===== src/rtl/cpu_pkg.sv =====
// Shared CPU definitions: operand widths and the CDB requester map.
package cpu_pkg;

  localparam int VREG_W      = 5;
  localparam int DATA_W      = 32;
  localparam int CDB_NUM_REQ = 3;

  typedef enum logic [1:0] {
    CDB_ALU = 2'd0,
    CDB_LSU = 2'd1,
    CDB_BRU = 2'd2
  } cdb_src_e;

endpackage


===== src/rtl/cdb_rr_pick.sv =====
// Combinational round-robin picker: first set request at or above ptr, wrapping modulo NUM_REQ.
module cdb_rr_pick #(
  parameter int NUM_REQ = 3,
  parameter int SRC_W   = $clog2(NUM_REQ)
) (
  input  logic [NUM_REQ-1:0] req,
  input  logic [SRC_W-1:0]   ptr,
  output logic [NUM_REQ-1:0] grant,
  output logic [SRC_W-1:0]   grant_idx,
  output logic               any_grant
);

  // Scan from the farthest offset down so the nearest request overwrites the result.
  always_comb begin
    int idx;
    idx       = 0;
    grant     = '0;
    grant_idx = '0;
    any_grant = 1'b0;
    for (int off = NUM_REQ - 1; off >= 0; off--) begin
      idx = int'(ptr) + off;
      if (idx >= NUM_REQ) idx = idx - NUM_REQ;
      if (req[idx]) begin
        grant      = '0;
        grant[idx] = 1'b1;
        grant_idx  = SRC_W'(idx);
        any_grant  = 1'b1;
      end
    end
  end

endmodule


===== src/rtl/cdb_arbiter.sv =====
// Common data bus arbiter: one holding slot per writeback requester, round-robin grant,
// registered broadcast to reservation stations and ROB.
module cdb_arbiter
  import cpu_pkg::*;
#(
  parameter int NUM_REQ = CDB_NUM_REQ,
  parameter int VREG_W  = cpu_pkg::VREG_W,
  parameter int DATA_W  = cpu_pkg::DATA_W,
  parameter int SRC_W   = $clog2(NUM_REQ)
) (
  input  logic                      clk,
  input  logic                      rst,
  input  logic                      hci_rdy,
  input  logic                      flush,
  input  logic [NUM_REQ-1:0]        req_valid,
  input  logic [NUM_REQ*VREG_W-1:0] req_vregid,
  input  logic [NUM_REQ*DATA_W-1:0] req_val,
  output logic [NUM_REQ-1:0]        req_ready,
  output logic                      cdb_en,
  output logic [VREG_W-1:0]         cdb_vregid,
  output logic [DATA_W-1:0]         cdb_val,
  output logic [SRC_W-1:0]          cdb_src
);

  logic [NUM_REQ-1:0] hold_valid;
  logic [VREG_W-1:0]  hold_vregid [NUM_REQ];
  logic [DATA_W-1:0]  hold_val    [NUM_REQ];
  logic [VREG_W-1:0]  in_vregid   [NUM_REQ];
  logic [DATA_W-1:0]  in_val      [NUM_REQ];
  logic [SRC_W-1:0]   rr_ptr;

  logic [NUM_REQ-1:0] grant;
  logic [SRC_W-1:0]   grant_idx;
  logic               any_grant;
  logic [NUM_REQ-1:0] accept;
  logic               active;

  genvar gi;
  generate
    for (gi = 0; gi < NUM_REQ; gi++) begin : g_unpack
      assign in_vregid[gi] = req_vregid[gi*VREG_W +: VREG_W];
      assign in_val[gi]    = req_val[gi*DATA_W +: DATA_W];
    end
  endgenerate

  cdb_rr_pick #(
    .NUM_REQ (NUM_REQ),
    .SRC_W   (SRC_W)
  ) u_pick (
    .req       (hold_valid),
    .ptr       (rr_ptr),
    .grant     (grant),
    .grant_idx (grant_idx),
    .any_grant (any_grant)
  );

  // A slot being drained this cycle can be refilled on the same edge.
  assign active    = hci_rdy & ~flush;
  assign req_ready = {NUM_REQ{active}} & (~hold_valid | grant);
  assign accept    = req_valid & req_ready;

  always_ff @(posedge clk) begin
    for (int i = 0; i < NUM_REQ; i++) begin
      if (accept[i]) begin
        hold_vregid[i] <= in_vregid[i];
        hold_val[i]    <= in_val[i];
      end
    end
  end

  always_ff @(posedge clk or posedge rst) begin
    if (rst) begin
      hold_valid <= '0;
      rr_ptr     <= '0;
      cdb_en     <= 1'b0;
      cdb_vregid <= '0;
      cdb_val    <= '0;
      cdb_src    <= '0;
    end else if (hci_rdy) begin
      if (flush) begin
        hold_valid <= '0;
        cdb_en     <= 1'b0;
      end else begin
        hold_valid <= (hold_valid & ~grant) | accept;
        cdb_en     <= any_grant;
        if (any_grant) begin
          cdb_vregid <= hold_vregid[grant_idx];
          cdb_val    <= hold_val[grant_idx];
          cdb_src    <= grant_idx;
          rr_ptr     <= (grant_idx == SRC_W'(NUM_REQ - 1)) ? '0 : grant_idx + SRC_W'(1);
        end
      end
    end
  end

endmodule


===== config.mk =====
export PLATFORM = sky130hd
export DESIGN_NAME = cdb_arbiter
export DESIGN_NICKNAME = d
export VERILOG_FILES = /design/src/rtl/cpu_pkg.sv /design/src/rtl/cdb_rr_pick.sv /design/src/rtl/cdb_arbiter.sv
export SDC_FILE = /design/constraint.sdc
export NUM_CORES = 1
export LEC_CHECK = 0
export BUFFER_PORTS_ARGS = -buffer_cell sky130_fd_sc_hd__buf_2
export CAP_MARGIN = 20
export CORE_MARGIN = 2
export CORE_UTILIZATION = 47
export DETAILED_ROUTE_END_ITERATION = 12
export PLACE_DENSITY = 0.76
export SETUP_SLACK_MARGIN = 0.05
export SYNTH_ARGS = -nofsm -noshare
export SYNTH_HDL_FRONTEND = slang
export SYNTH_SLANG_ARGS = --single-unit

===== constraint.sdc =====
create_clock -name clk -period 3.3 [get_ports clk]
set_input_delay 0.165 -clock clk [delete_from_list [all_inputs] [get_ports clk]]
set_output_delay 0.165 -clock clk [all_outputs]
set_load 0.02 [all_outputs]

==> results of run 1 <==
-- sequential cells by signal (all words and copies together) (netlist names) --
signal       flops
rr_ptr           2
hold_val        96
hold_valid       3
hold_vregid     15
cdb_src          2
cdb_vregid       5
cdb_en           1
cdb_val         32
-- synth_stat cells (all sizes together), types with 2 or more instances --
master,n
nor2,41
a21o,4
clkbuf,2
ha,4
edfxtp,111
a21oi,6
and2,3
mux2i,4
inv,10
o22ai,2
nand3,38
buf,27
dfrtp,45
and3,2
nand2,4
nor2b,2
a31oi,37
nand2b,3
o21ai,9
nor3,2
a22oi,40
-- worst min-delay path by stage --
stage	end	depth (start not counted)	from	slack (ps)
floorplan	hold_valid[0]$_DFFE_PP0P_	1	flush	260
global placement	hold_val[1][8]$_DFFE_PP_	1	req_val[40]	340
detailed placement	hold_val[1][8]$_DFFE_PP_	1	req_val[40]	340
CTS	cdb_val[18]$_DFFE_PP0P_	2	rst	40
global route	cdb_en$_DFFE_PP0P_	3	hci_rdy	120
finish	hold_valid[1]$_DFFE_PP0P_	3	hci_rdy	110
-- stage by stage --
step	utilization	hold WS [ps]
2_1_floorplan	-	259
4_1_cts	0.695	37.6
3_3_place_gp	0.555	341
3_5_place_dp	0.558	343
5_1_grt	0.698	124
6_report	0.698	107
-- worst max-delay path, stage by stage (launching register included) --
cell	delay, ps
sky130_fd_sc_hd__dfrtp_1	390
sky130_fd_sc_hd__inv_1	110
sky130_fd_sc_hd__ha_1	420
sky130_fd_sc_hd__mux2_1	370
sky130_fd_sc_hd__o21ai_1	160
sky130_fd_sc_hd__o32ai_1	120
sky130_fd_sc_hd__a211oi_1	560
sky130_fd_sc_hd__nor3_1	80
sky130_fd_sc_hd__buf_2	180
-- cells by family after synthesis --
logic type	Yosys count	share of synthesized area
compound gates	109	0.128
buf+inv	39	0.0331
fa+ha+maj	4	0.00838
simple gates	97	0.0756
mux	5	0.00858
flops	156	0.746
-- final cells by class --
cell class / instances / share of cell area
well taps: 172 / 0.0246
inverters: 10 / 0.00430
multi-input cells: 215 / 0.154
clock inverters: 7 / 0.00989
flip-flops and latches: 156 / 0.511
clock buffers: 25 / 0.0567
repair buffers: 285 / 0.240
-- layer usage --
layer,vias up,routed length [microns],part of all wire,global-route usage
met5,-,0,0,0
met4,0,530,0.032,0.129
met3,43,942,0.057,0.0581
met1,2279,6270,0.38,0.298
li1,2129,-,-,-
met2,224,8780,0.53,0.419
-- power groups by stage --
stage	logic, mW	registers, mW	clock network (mW)
floorplan	1.55	3.01	0
global placement	2.51	2.76	0
detailed placement	2.61	2.78	0
CTS	2.74	2.75	1.93
global route	3.01	2.79	2.03
finish	2.76	2.75	1.94
==> implementation parameters, run 1 <==
Parameter                              Value

Drt
  Router iterations before antenna repair    5
  Number of vias per cell after detailed routing    5.37
  # DRC    0
  Drt wl/cell    19.0 microns
  DRC marker count from the first detailed-route iteration    436
  Routed WL    16500 microns
  Vias    4675
  Remaining number of nets flagged by the antenna check after routing    0

Synth
  Cells after synthesis    410
  Leading post-synthesis cells by cell area    sky130_fd_sc_hd__edfxtp_1, sky130_fd_sc_hd__dfrtp_1, sky130_fd_sc_hd__a22oi_1
  Cell area after technology mapping    5980 sq um
  Async set-reset flop share out of synthesis    0.288
  Top FF cell, synth    sky130_fd_sc_hd__edfxtp_1
  Post-synth net total    532
  Post-synthesis average cell area    14.6 sq um
  Portion of synthesized cell area occupied by the leading cell type    0.558
  Count of cell types in the netlist    39
  Count of yosys warnings during synthesis    0
  Post-synthesis register bit count    156
  Cell type with the highest aggregate area in the netlist    sky130_fd_sc_hd__edfxtp_1
  EDFF count, synth    111
  Sequential element share of the synthesized area    0.746

Power
  Switching share of total power    0.364
  Lkg Pwr    3.48 nW
  Design Power    7.46 mW
  Portion of total power attributed to the clock network    0.260
  Peak supply drop    0.000458 V
  Sequential cell fraction of total power    0.369
  Reported net switching power    2.71 mW
  Design internal power    4.74 mW
  Cell Pwr Density    854 nW/um^2
  Part of the total power dissipated in combinational logic    0.371

Clock network
  Clock tree from TritonCTS    yes
  Post-CTS setup buffers    0
  Hold bufs inserted after CTS    114
  Resized Gates After CTS    0
  TritonCTS buffer count    17
  Cell chosen for the clock root    sky130_fd_sc_hd__clkbuf_16
  Worst-case clock buffer depth    2
  Latest clock arrival within the worst-skew pair    430 ps
  Number of H-tree branching levels    4
  TritonCTS sink count    156
  Clock transition at the registers of the reported paths    60 ps

Worst setup path
  Critical path start-end classification    register to output pin
  CP Launch Point    rr_ptr[0]$_DFFE_PP0P_
  Max Fanout on Critical Path    12
  Arr. time, crit path    2810 ps
  Critical R2R Launch    rr_ptr[0]$_DFFE_PP0P_
  Worst reg2reg endpoint    hold_val[1][28]$_DFFE_PP_
  Required time of the critical path    3130 ps
  Timing endpoint of the critical path    req_ready[1]
  Register-to-register path setup slack    400 ps
  Depth of the most critical reg-to-reg path    8
  Setup crit end kind    output pin
  Crit path launch type    register

Die
  Starting utilization of the core area    0.477
  Vertical die dimension    117 microns
  Overall die width    117 microns
  Number of placement rows    41
  Die Footprint    13600 sq um
  Total I/O pin count    161
  Core box area    12500 sq um

Timing
  Hold violation count in the final report    0
  Final count of pins violating max slew    0
  Final critical-path required period    2970 ps
  Fmax achieved    336 MHz
  Worst Tran Pin Value    972 ps
  Final worst path period share    0.901
  TNS Setup    0 ps
  RSZ-0062 raised after global routing    no
  Final WS setup    327 ps
  Total of endpoints with negative setup slack in the final report    0
  Worst slew margin relative to its limit    0.352
  Final setup skew    11.9 ps

Global routing
  Maximum number of pins on one net before global-route repair    46
  Via count of the first global-routing pass    4706
  Overflow left after global routing    0
  Combined global-route utilization of all metal layers    0.248
  Initial antenna violation count    0
  First-pass GRT wire length    24500 microns

Finish
  Leading cell type in the layout, fill and taps excluded    sky130_fd_sc_hd__buf_2
  Share of layout cells above drive strength 1    0.299
  Sequential cell area    4460 sq um
  Layout area overhead    46.1%
  Post-layout net count    807
  Number of diodes    0
  Final instance area    8730 sq um
  Fill cell instance count of the final layout    883
  Most frequent cells in the layout    sky130_fd_sc_hd__buf_2, sky130_fd_sc_hd__dlygate4sd3_1, sky130_fd_sc_hd__edfxtp_1, sky130_fd_sc_hd__dfrtp_1
  Area of the multi-input gates    1340 sq um
  Number of standard cells in the layout, taps in and fillers out    870

Placed design
  HPWL after DPL    9020 microns
  Count of input and output buffers    160
  Post-place setup slack    434 ps
  Placement-stage cell area    6980 sq um
  Dpl cells    722
  Last weighted congestion value of the routability-driven placer    0.943

Run status
  Run status    finished clean

Hold path
  Tightest Hold Check Type    input pin to register

Job
  # Max-Cap Violations    0
Power figures use the tool's default switching activity.
==> inputs of run 2 (changes only) <==
--- a/config.mk
+++ b/config.mk
@@ -5,13 +5,15 @@
 export SDC_FILE = /design/constraint.sdc
 export NUM_CORES = 1
 export LEC_CHECK = 0
+export ABC_AREA = 1
 export BUFFER_PORTS_ARGS = -buffer_cell sky130_fd_sc_hd__buf_2
 export CAP_MARGIN = 20
 export CORE_MARGIN = 2
-export CORE_UTILIZATION = 47
+export CORE_UTILIZATION = 48
 export DETAILED_ROUTE_END_ITERATION = 12
-export PLACE_DENSITY = 0.76
+export PLACE_DENSITY = 0.77
 export SETUP_SLACK_MARGIN = 0.05
+export SLEW_MARGIN = 0
 export SYNTH_ARGS = -nofsm -noshare
 export SYNTH_HDL_FRONTEND = slang
 export SYNTH_SLANG_ARGS = --single-unit
==> implementation parameters, run 2 <==
Parameter                              Value

Worst setup path
  Register-to-register path setup slack    510 ps
  Required time of the critical path    3650 ps
  Setup crit end kind    register
  Critical R2R Launch    rr_ptr[0]$_DFFE_PP0P_
  Crit path launch type    register
  CP Launch Point    rr_ptr[0]$_DFFE_PP0P_
  Depth of the most critical reg-to-reg path    13
  Worst reg2reg endpoint    cdb_val[11]$_DFFE_PP0P_
  Critical path start-end classification    register to register
  Arr. time, crit path    3140 ps
  Max Fanout on Critical Path    35

Drt
  DRC marker count from the first detailed-route iteration    449
  # DRC    0
  Remaining number of nets flagged by the antenna check after routing    0
  Vias    5080
  Met2 Wirelength    9050 microns
  Routed met1 length    6480 microns
  Total met3 wirelength after detailed routing    1550 microns
  Router iterations before antenna repair    7
  Drt wl/cell    17.8 microns
  Number of vias per cell after detailed routing    5.14
  Routed WL    17600 microns
  Top routing layer in use    met4

Synth
  Cell type with the highest aggregate area in the netlist    sky130_fd_sc_hd__edfxtp_1
  Top FF cell, synth    sky130_fd_sc_hd__edfxtp_1
  Cells after synthesis    522
  Top cells by instance count after synthesis    sky130_fd_sc_hd__nand2_1, sky130_fd_sc_hd__edfxtp_1, sky130_fd_sc_hd__nand3_1, sky130_fd_sc_hd__dfrtp_1, sky130_fd_sc_hd__inv_1
  Cell area after technology mapping    6240 sq um
  Async set-reset flop share out of synthesis    0.288
  Most used standard cell by instance count after synthesis    sky130_fd_sc_hd__nand2_1
  Count of yosys warnings during synthesis    0
  Post-synthesis average cell area    11.9 sq um
  Sequential element share of the synthesized area    0.715
  Leading post-synthesis cells by cell area    sky130_fd_sc_hd__edfxtp_1, sky130_fd_sc_hd__dfrtp_1, sky130_fd_sc_hd__nand2_1
  EDFF count, synth    111
  Portion of synthesized cell area occupied by the leading cell type    0.535
  Post-synthesis register bit count    156
  Count of cell types in the netlist    26
  Post-synth net total    644

Clock network
  Latest clock arrival within the worst-skew pair    430 ps
  Worst-case clock buffer depth    2
  TritonCTS buffer count    17
  TritonCTS sink count    156
  Cell chosen for the clock root    sky130_fd_sc_hd__clkbuf_16
  Clock transition at the registers of the reported paths    60 ps
  Number of H-tree branching levels    4
  Post-CTS setup buffers    0
  Clock tree from TritonCTS    yes

Timing
  RSZ-0062 raised after global routing    no
  Worst Tran Pin Value    611 ps
  Worst slew margin relative to its limit    0.591
  Fmax achieved    359 MHz
  Final count of pins violating max slew    0
  Total of endpoints with negative setup slack in the final report    0
  Hold violation count in the final report    0
  TNS Setup    0 ps
  Final setup skew    8.10 ps
  Final worst path period share    0.845
  Final critical-path required period    2790 ps

Hold path
  Start point of the worst min-delay path    req_valid[0]
  Worst hold stages    5
  End point of the worst hold path    hold_valid[0]$_DFFE_PP0P_
  Tightest Hold Check Type    input pin to register

Power
  Lkg Pwr    3.88 nW
  Cell Pwr Density    787 nW/um^2
  Design Power    7.02 mW
  Peak supply drop    0.000515 V

Placed design
  Count of input and output buffers    160
  Last weighted congestion value of the routability-driven placer    0.888
  Placement-stage cell area    7220 sq um
  HPWL after DPL    9830 microns

Finish
  Fill cell instance count of the final layout    824
  Most frequent cells in the layout    sky130_fd_sc_hd__nand2_1, sky130_fd_sc_hd__buf_2, sky130_fd_sc_hd__dlygate4sd3_1, sky130_fd_sc_hd__edfxtp_1, sky130_fd_sc_hd__nand3_1
  Share of layout cells above drive strength 1    0.275
  Number of flip-flops under the largest register name    96
  Final instance area    8910 sq um
  Number of diodes    0
  Largest registers in the final layout    hold_val (96), cdb_val (32), hold_vregid (15)
  Register with the highest flop count    hold_val
  Layout area overhead    43.0%
  Post-layout net count    926
  Leading cell type in the layout, fill and taps excluded    sky130_fd_sc_hd__nand2_1

Die
  Core box area    12700 sq um
  Starting utilization of the core area    0.492
  Overall die width    118 microns
  Total I/O pin count    161
  Number of placement rows    41
  Die Footprint    13900 sq um
  Vertical die dimension    118 microns

Global routing
  Via count of the first global-routing pass    5261
  First-pass GRT wire length    27400 microns
  Initial antenna violation count    0
  Combined global-route utilization of all metal layers    0.261
  Maximum number of pins on one net before global-route repair    48
  Overflow left after global routing    0

Run status
  Run status    finished clean

Job
  # Max-Cap Violations    0
-- run 2: changes by cell type in the layout (fill, tap and decap cells not counted), sizes merged, moves of 4 or more --
cell,change
clkbuf,-6
inv,+34
a21o,-4
a21oi,+11
o21a,+24
or2,+5
nor2,-15
nand2,+171
a31oi,-36
nand3,+12
a22oi,-40
mux2i,-4
-- run 2: report_power, final --
group          internal, mW  switching, mW
combinational         0.868           1.66
clock                 0.998          0.824
sequential             2.46          0.212
total                  4.32           2.69
-- run 2: layout make-up --
| cell class | instances | area, sq um | share of cell area |
|---|---|---|---|
| flip-flops and latches | 156 | 4460 | 0.500 |
| repair buffers | 280 | 2010 | 0.225 |
| multi-input cells | 311 | 1530 | 0.172 |
| clock buffers | 19 | 443 | 0.0497 |
| well taps | 172 | 215 | 0.0241 |
| inverters | 38 | 150 | 0.0168 |
| clock inverters | 13 | 104 | 0.0116 |
-- run 2: timing repair --
| action | CTS | global route |
|---|---|---|
| endpoints found under the hold margin | 114 | 45 |
| gates resized for setup | 0 | 0 |
| hold buffers | 112 | 1 |
-- run 2: cells by family after synthesis --
| kind of cell | synth area share |
|---|---|
| adder cells (fa/ha/maj) | 0.00803 |
| flip-flops | 0.715 |
| buffers and inverters | 0.0425 |
| AND/OR/NAND/NOR | 0.180 |
| AO/OA/AOI/OAI | 0.0546 |
-- run 2: critical path, stage by stage (launching register included) --
cell	delay, ps
sky130_fd_sc_hd__dfrtp_1	370
sky130_fd_sc_hd__inv_1	80
sky130_fd_sc_hd__ha_1	380
sky130_fd_sc_hd__inv_2	110
sky130_fd_sc_hd__nand2_1	70
sky130_fd_sc_hd__nand3_1	110
sky130_fd_sc_hd__nand2_2	120
sky130_fd_sc_hd__nand2_2	110
sky130_fd_sc_hd__nor2_4	50
sky130_fd_sc_hd__nor2_8	100
sky130_fd_sc_hd__clkinv_4	250
sky130_fd_sc_hd__nor2_4	590
sky130_fd_sc_hd__nand2_1	190
sky130_fd_sc_hd__nand3_1	160
-- run 2: worst max path at each step --
stage                                      to  slack, ps  depth (start not counted)
floorplan            hold_val[2][0]$_DFFE_PP_        400                         12
global placement    hold_val[0][28]$_DFFE_PP_        770                         11
detailed placement  hold_val[0][28]$_DFFE_PP_        650                         11
CTS                  hold_val[0][0]$_DFFE_PP_        630                         11
global route          cdb_val[11]$_DFFE_PP0P_        310                         13
finish                cdb_val[11]$_DFFE_PP0P_        510                         13
-- run 2: layer usage --
metal / track usage / up-vias
li1: - / 2321
met1: 0.301 / 2424
met2: 0.453 / 288
met3: 0.0785 / 47
met4: 0.107 / 0
met5: 0 / -
-- run 2: per-stage QoR --
| step | setup WS (ps) | utilization | cells | hold slack, ps |
|---|---|---|---|---|
| 2_1_floorplan | 403 | - | 522 | 261 |
| 5_1_grt | 311 | 0.704 | 989 | 122 |
| 3_3_place_gp | 773 | 0.570 | 843 | 341 |
| 6_report | 511 | 0.704 | 989 | 93.2 |
| 4_1_cts | 631 | 0.701 | 987 | 19.6 |
| 3_5_place_dp | 652 | 0.570 | 843 | 343 |
==> inputs of run 3 (changes only) <==
--- a/config.mk
+++ b/config.mk
@@ -5,13 +5,13 @@
 export SDC_FILE = /design/constraint.sdc
 export NUM_CORES = 1
 export LEC_CHECK = 0
-export ABC_AREA = 1
+export ABC_AREA = 0
 export BUFFER_PORTS_ARGS = -buffer_cell sky130_fd_sc_hd__buf_2
 export CAP_MARGIN = 20
 export CORE_MARGIN = 2
-export CORE_UTILIZATION = 48
+export CORE_UTILIZATION = 47
 export DETAILED_ROUTE_END_ITERATION = 12
-export PLACE_DENSITY = 0.77
+export PLACE_DENSITY = 0.76
 export SETUP_SLACK_MARGIN = 0.05
 export SLEW_MARGIN = 0
 export SYNTH_ARGS = -nofsm -noshare
==> constraint.sdc (replaced) <==
create_clock -name clk -period 2.24 [get_ports clk]
set_input_delay 0.112 -clock clk [delete_from_list [all_inputs] [get_ports clk]]
set_output_delay 0.112 -clock clk [all_outputs]
set_load 0.02 [all_outputs]
==> implementation parameters, run 3 (synthesis results as in run 1) <==
Parameter                              Value

Worst setup path
  Max Fanout on Critical Path    7
  Cell occurring most often along the worst timing path    sky130_fd_sc_hd__buf_4
  Delay-heaviest family, CP    compound AO/OA/AOI/OAI gates
  Crit path launch type    register
  Required time of the critical path    2130 ps
  Slowest library cell on the worst path    sky130_fd_sc_hd__dfrtp_2
  Critical path start-end classification    register to output pin
  Setup crit end kind    output pin
  Chain of cells forming the critical path    ha_4 > buf_4 > a21oi_2 > a21oi_1 > o32ai_4 > a211oi_2 > buf_4 > nor3_2 > buf_4
  Arr. time, crit path    2540 ps
  Worst path buffer plus inverter count    3
  Crit path largest cell delay    430 ps

Finish
  Largest registers in the final layout    hold_val (96), cdb_val (32), hold_vregid (15)
  Leading cell type in the layout, fill and taps excluded    sky130_fd_sc_hd__buf_2
  Post-layout net count    877
  Final instance area    9740 sq um
  Register with the highest flop count    hold_val
  Most frequent cells in the layout    sky130_fd_sc_hd__buf_2, sky130_fd_sc_hd__dlygate4sd3_1, sky130_fd_sc_hd__edfxtp_1, sky130_fd_sc_hd__dfrtp_1, sky130_fd_sc_hd__buf_4
  Number of flip-flops under the largest register name    96
  Number of standard cells in the layout, taps in and fillers out    940
  Share of layout cells above drive strength 1    0.401
  Fill cell instance count of the final layout    699
  Layout area overhead    63.0%
  Number of diodes    0

Hold path
  Tightest Hold Check Type    input pin to register

Timing
  Worst Tran Pin Value    400 ps
  Worst slew margin relative to its limit    0.734
  Final WS setup    -413 ps
  TNS Setup    -35350 ps
  Final worst path period share    1.18
  Fmax achieved    377 MHz
  Final critical-path required period    2650 ps
  Final count of pins violating max slew    0
  RSZ-0062 raised after global routing    yes
  Final setup skew    8.42 ps
  Total of endpoints with negative setup slack in the final report    156
  Hold violation count in the final report    0

Drt
  Routed WL    21100 microns
  Drt wl/cell    22.5 microns
  DRC marker count from the first detailed-route iteration    496
  Router iterations before antenna repair    5
  Number of vias per cell after detailed routing    5.59
  Remaining number of nets flagged by the antenna check after routing    0
  Vias    5250
  # DRC    0

Power
  Lkg Pwr    3.93 nW
  Cell Pwr Density    1330 nW/um^2
  Peak supply drop    0.000683 V
  Design Power    12.9 mW

Run status
  Run status    complete, but fails checks
  Failing checks    negative setup slack

Clock network
  Cell chosen for the clock root    sky130_fd_sc_hd__clkbuf_16
  Latest clock arrival within the worst-skew pair    430 ps
  Number of H-tree branching levels    4
  Worst-case clock buffer depth    2
  Clock tree from TritonCTS    yes
  Clock transition at the registers of the reported paths    70 ps
  TritonCTS buffer count    17
  TritonCTS sink count    156

Die
  Die Footprint    13600 sq um
  Starting utilization of the core area    0.477
  Core box area    12500 sq um
  Overall die width    117 microns
  Total I/O pin count    161
  Number of placement rows    41
  Vertical die dimension    117 microns

Global routing
  Overflow left after global routing    0
  Via count of the first global-routing pass    5598
  First-pass GRT wire length    30700 microns
  Maximum number of pins on one net before global-route repair    34
  Combined global-route utilization of all metal layers    0.317
  Initial antenna violation count    0

Job
  # Max-Cap Violations    0

Placed design
  Last weighted congestion value of the routability-driven placer    0.911
  Count of input and output buffers    160
  Placement-stage cell area    7280 sq um
  Dpl cells    754
  HPWL after DPL    9910 microns
## run 3: changes by cell type in the layout (fill, tap and decap cells not counted), moves of 17 or more
cell                      delta
sky130_fd_sc_hd__a22oi_1    +40
sky130_fd_sc_hd__nor2_1     +17
sky130_fd_sc_hd__o21a_1     -24
sky130_fd_sc_hd__buf_6      +18
sky130_fd_sc_hd__nand2_1   -165
sky130_fd_sc_hd__inv_1      -25
sky130_fd_sc_hd__a31oi_1    +35
sky130_fd_sc_hd__buf_4      +38
## run 3: timing repair
action | CTS | global route
endpoints found under the hold margin | 126 | 0
hold buffers | 115 | 0
gates cloned | 10 | 0
buffers inserted | 28 | 6
endpoints found under the setup margin | 141 | 157
resized for setup | 56 | 15
pin swaps | 12 | 4
## run 3: metrics by stage
step	setup slack [ps]	util	hold slack, ps
CTS	-254	0.776	54.0
global placement	-489	0.582	104
floorplan	-199	-	206
detailed placement	-627	0.582	116
global route	-466	0.778	77.4
finish	-413	0.778	60.2
## run 3: report_power, final
part	total, mW	switching [mW]	internal (mW)
Combinational	6.02	3.39	2.64
Clock	2.85	1.21	1.64
Sequential	4.07	0.361	3.71
## run 3: path summary, 6_finish.rpt
kind	cells after the start	end	from	slack, ps
worst max-delay path	9	req_ready[1]	rr_ptr[1]$_DFFE_PP0P_	-410
worst min-delay path	3	hold_valid[1]$_DFFE_PP0P_	hci_rdy	60
worst max register to register	12	hold_val[2][21]$_DFFE_PP_	rr_ptr[0]$_DFFE_PP0P_	-340
worst min register to register	2	cdb_src[0]$_DFFE_PP0P_	cdb_src[0]$_DFFE_PP0P_	520
max in group asynchronous	4	cdb_val[20]$_DFFE_PP0P_	rst	1410
min in group asynchronous	3	cdb_val[3]$_DFFE_PP0P_	rst	210
## run 3: final cells by class
cell class | instances | area, sq um | share of cell area
clock buffers | 17 | 425 | 0.0437
inverters | 10 | 40.0 | 0.00411
flip-flops and latches | 156 | 4460 | 0.458
multi-input cells | 216 | 1530 | 0.157
clock inverters | 15 | 146 | 0.0150
well taps | 172 | 215 | 0.0221
repair buffers | 354 | 2930 | 0.300
## run 3: per-layer routing
layer,GRT usage,vias up,routed length [microns]
li1,-,2275,-
met1,0.365,2556,7360
met2,0.547,342,11000
met3,0.0867,77,1770
met4,0.157,0,951
met5,0,-,0
## run 3: worst min-delay path, cell delays in order
cell and delay, ps:
sky130_fd_sc_hd__buf_2 90, sky130_fd_sc_hd__o21ai_0 70, sky130_fd_sc_hd__a21o_1 170
